<file path="src/rtl/enc_param_ctrl.sv">
// enc_param_ctrl: rotary encoder + pushbutton front end editing a parameter bank
module enc_param_ctrl #(
    parameter int NREG       = 4,
    parameter int WIDTH      = 8,
    parameter int MAX_VAL    = 255,
    parameter int DEB_CYCLES = 4,
    localparam int IW        = $clog2(NREG),
    localparam int CW        = $clog2(DEB_CYCLES)
) (
    input  logic                  clk,
    input  logic                  rst,
    input  logic                  enc_a,
    input  logic                  enc_b,
    input  logic                  btn_n,
    output logic [IW-1:0]         idx,
    output logic [WIDTH-1:0]      val,
    output logic                  edit,
    output logic                  upd,
    output logic [NREG*WIDTH-1:0] params
);
    typedef enum logic {BROWSE, EDIT} state_t;
    state_t                        state;
    logic [1:0]                    a_sync, b_sync, btn_sync;
    logic [1:0]                    prev;
    logic                          prev_v, step_up, step_dn;
    logic                          deb, press;
    logic [CW-1:0]                 cnt;
    logic [NREG-1:0][WIDTH-1:0]    bank;
    logic [1:0]                    q;
    logic [3:0]                    pq;
    logic                          fwd, rev;
    logic [WIDTH-1:0]              cur;
    assign q      = {b_sync[1], a_sync[1]};
    assign pq     = {prev, q};
    assign fwd    = pq == 4'b0001 || pq == 4'b0111 || pq == 4'b1110 || pq == 4'b1000;
    assign rev    = pq == 4'b0010 || pq == 4'b1011 || pq == 4'b1101 || pq == 4'b0100;
    assign cur    = bank[idx];
    assign val    = cur;
    assign params = bank;
    assign edit   = state == EDIT;
    // two-flop synchronisers; the button idles released (high)
    always_ff @(posedge clk or posedge rst) begin
        if (rst) begin
            a_sync   <= 2'b00;
            b_sync   <= 2'b00;
            btn_sync <= 2'b11;
        end else begin
            a_sync   <= {a_sync[0], enc_a};
            b_sync   <= {b_sync[0], enc_b};
            btn_sync <= {btn_sync[0], btn_n};
        end
    end
    // quadrature decode; the first sample after reset only primes prev
    always_ff @(posedge clk or posedge rst) begin
        if (rst) begin
            prev    <= 2'b00;
            prev_v  <= 1'b0;
            step_up <= 1'b0;
            step_dn <= 1'b0;
        end else begin
            prev    <= q;
            prev_v  <= 1'b1;
            step_up <= prev_v && fwd;
            step_dn <= prev_v && rev;
        end
    end
    // debounce: level flips after DEB_CYCLES consecutive differing samples
    always_ff @(posedge clk or posedge rst) begin
        if (rst) begin
            deb   <= 1'b1;
            cnt   <= '0;
            press <= 1'b0;
        end else begin
            press <= 1'b0;
            if (btn_sync[1] == deb) begin
                cnt <= '0;
            end else if (cnt == CW'(DEB_CYCLES - 1)) begin
                cnt   <= '0;
                deb   <= ~deb;
                press <= deb;
            end else begin
                cnt <= cnt + 1'b1;
            end
        end
    end
    // browse/edit FSM; a press in the same cycle as a step discards the step
    always_ff @(posedge clk or posedge rst) begin
        if (rst) begin
            state <= BROWSE;
            idx   <= '0;
            bank  <= '0;
            upd   <= 1'b0;
        end else begin
            upd <= 1'b0;
            if (press) begin
                state <= state == BROWSE ? EDIT : BROWSE;
            end else if (state == BROWSE) begin
                idx <= step_up ? idx + 1'b1 : step_dn ? idx - 1'b1 : idx;
            end else if (step_up && cur < WIDTH'(MAX_VAL)) begin
                bank[idx] <= cur + 1'b1;
                upd       <= 1'b1;
            end else if (step_dn && cur != '0) begin
                bank[idx] <= cur - 1'b1;
                upd       <= 1'b1;
            end
        end
    end
endmodule

</file>
<file path="config.mk">
export PLATFORM = sky130hd
export DESIGN_NAME = enc_param_ctrl
export DESIGN_NICKNAME = d
export VERILOG_FILES = /design/src/rtl/enc_param_ctrl.sv
export SDC_FILE = /design/constraint.sdc
export NUM_CORES = 1
export LEC_CHECK = 0
export ABC_AREA = 1
export BUFFER_PORTS_ARGS = -buffer_cell sky130_fd_sc_hd__clkbuf_2
export CAP_MARGIN = 30
export CORE_MARGIN = 5
export CORE_UTILIZATION = 50
export DETAILED_ROUTE_END_ITERATION = 12
export GPL_TIMING_DRIVEN = 0
export PLACE_DENSITY = 0.84
export SYNTH_ARGS = -nofsm -noshare
export SYNTH_HDL_FRONTEND = slang
export SYNTH_SLANG_ARGS = --single-unit
</file>
<file path="constraint.sdc">
create_clock -name clk -period 4 [get_ports clk]
set_clock_uncertainty 0.1 [all_clocks]
set_input_delay 0.8 -clock clk [delete_from_list [all_inputs] [get_ports clk]]
set_output_delay 0.8 -clock clk [all_outputs]
set_load 0.01 [all_outputs]
</file>
==> out/qor.txt <==
max_slew headroom - 0.418
TritonCTS Buffers - 5
CTS root buffer - clkbuf_8
drt wl/cell - 14.6 µm
1st-iter DRT viols - 200
total negative slack - 0 ps
final hold vios - 0
antenna violations before repair - 0
vias in the first global route - 2546
grt ovf - 0
Distinct cells, synth - 23
Tmin final - 2850 ps
Layout Cells excl Fill - 509
RSZ-0062 raised after global routing - false
maximum clock path buffer count - 2
DIE HEIGHT - 85.4 µm
Slew Viols, Final - 0
full die area - 7300 µm²
HP Start - b_sync[0]
Slew @ Worst Pin - 870 ps
yosys warns - 0
area delta synth->final - 15.5%
worst path arrival time - 2980 ps
WHS - 256 ps
# setup viols final - 0
via count - 2673
Tot GR Track Use - 0.218
port buffer count - 48
row cnt - 27
Cells after DPL - 501
sequential fraction of the synthesis area - 0.450
Max Cap Violations - 0
CTS Hold Bufs - 0
Post-Route WL - 7.45 mm
critical setup path kind - reg2reg
crit path from - idx[0]
f_max - 351 MHz
via/cell ratio - 5.25
Routability Congestion - 0.931
P_leak - 1.85 nW
Final #Nets - 445
Clock Sinks - 51
CTS tree - yes
crit-path max FO - 10
worst vdd ir - 0.403 mV
status - complete, no violations
Setup Buffers After CTS - 0
largest net degree at the start of global routing - 29
Clock transition at path regs - 100 ps
WP data required - 4140 ps
Die X - 85.4 µm
mean post-synth cell area - 7.48 µm²
type of origin of the critical path - flop
starting density of the core - 0.516
drt drc - 0
placed wire-length estimate - 5.62 mm
# resized after CTS - 0
IO Count - 49
syn_nets - 389
first-pass GRT wire length - 12.6 mm
Final period util - 0.712
ANT cells - 0
Hold Path Class - reg2reg
RR Startpoint - idx[0]
commonest non-fill, non-tap cell in the layout - nand2_1
post-route ant nets - 0
Core Region - 5510 µm²
Crit. End Element - flop
Mapped Area - 2840 µm²
H-Tree Depth - 2
Seq cells post-synth - 51
cell count after synthesis - 380
layout cells sized above 1 - 0.213
clk_lat worst skew - 310 ps
Pwr per Cell Area - 875 nW/µm²
commonest non-fill, non-tap cells in the layout - nand2_1, dfrtp_1, clkbuf_2, nand3_1, o21ai_1
drt pass-1 iters - 5
==> layer usage <==
| layer | up-vias | global-route usage | part of all wire |
|---|---|---|---|
| li1 | 1306 | - | - |
| met1 | 1260 | 0.289 | 0.44 |
| met2 | 97 | 0.362 | 0.49 |
| met3 | 10 | 0.0466 | 0.064 |
| met4 | 0 | 0.0561 | 0.012 |
| met5 | - | 0 | 0 |
==> registers in the layout (all words and copies together), names as in the netlist, 2 cells and up, named ones only <==
name and cells:
cnt 2, b_sync 2, btn_sync 2, params 28, prev 2, a_sync 2, idx 2
==> per-stage QoR <==
step / setup WS [ps] / utilization / power, mW / area (µm²)
2_1_floorplan: 1590 / - / 2.01 / 2840
3_3_place_gp: 1270 / 0.576 / 2.52 / 3170
3_5_place_dp: 1180 / 0.580 / 2.57 / 3190
4_1_cts: 1160 / 0.597 / 2.87 / 3290
5_1_grt: 960 / 0.597 / 3.14 / 3290
6_report: 1150 / 0.597 / 2.88 / 3290
==> critical path, stage by stage (launching register included) <==
cell and delay (ps):
dfrtp_1 500, buf_2 290, buf_4 220, nand2_1 60
nand2_1 70, nand2_1 60, nand2_2 190, ha_1 260
nand2_1 90, nor2_2 150, nand2_2 90, nand2_4 120
nand2_4 120, nand3_4 120, buf_6 170, nand2_1 80
o21ai_1 90
==> cells in the mapped netlist <==
master | number | area share
xor2_1 | 10 | 0.031
dfstp_2 | 3 | 0.028
a21oi_1 | 2 | 0.0035
o21ai_1 | 24 | 0.042
nand2_1 | 176 | 0.23
inv_2 | 2 | 0.0026
nand2_4 | 2 | 0.0079
nand4_1 | 1 | 0.0022
buf_6 | 5 | 0.020
buf_2 | 4 | 0.0070
nor2_1 | 19 | 0.025
nor3_1 | 3 | 0.0053
ha_1 | 4 | 0.018
nand2_2 | 6 | 0.013
inv_1 | 19 | 0.025
conb_1 | 1 | 0.0013
dfrtp_1 | 48 | 0.42
nand3_1 | 33 | 0.058
xnor2_1 | 1 | 0.0031
nand3_4 | 4 | 0.025
nor2_2 | 6 | 0.013
buf_4 | 3 | 0.0079
o21ai_0 | 4 | 0.0070
==> power by group <==
group          leakage, nW  switching, mW  internal (mW)  total, mW
registers            0.653          0.185          0.686      0.871
clock network       0.0485          0.175          0.125      0.300
logic                 1.15           1.14          0.560       1.70
==> kinds of logic after synthesis <==
logic type | after synthesis | share of synthesized area
XOR/XNOR | 11 | 0.0339
AND/OR/NAND/NOR | 250 | 0.382
buffers and inverters | 33 | 0.0625
other | 1 | 0.00132
AO/OA/AOI/OAI | 30 | 0.0528
adder cells (fa/ha/maj) | 4 | 0.0176
flip-flops | 51 | 0.450
==> layout make-up <==
| class | instances | area [µm²] |
|---|---|---|
| inverters | 21 | 78.8 |
| clock buffers | 5 | 68.8 |
| repair buffers | 49 | 260 |
| well taps | 72 | 90.1 |
| fillers | 493 | 2220 |
| flip-flops and latches | 51 | 1280 |
| clock inverters | 3 | 22.5 |
| plain buffers | 12 | 98.8 |
| multi-input cells | 296 | 1390 |
==> worst paths after layout <==
path                            slack [ps]  depth (start not counted)         end
worst max-delay path                  1150                         16   params[1]
min in group asynchronous              380                          2   a_sync[0]
worst min register to register         260                          0   b_sync[1]
worst min-delay path                   260                          0   b_sync[1]
max in group asynchronous             2890                          3  params[22]
worst max register to register        1150                         16   params[1]
Note: power is estimated with default switching activity, not from simulation.
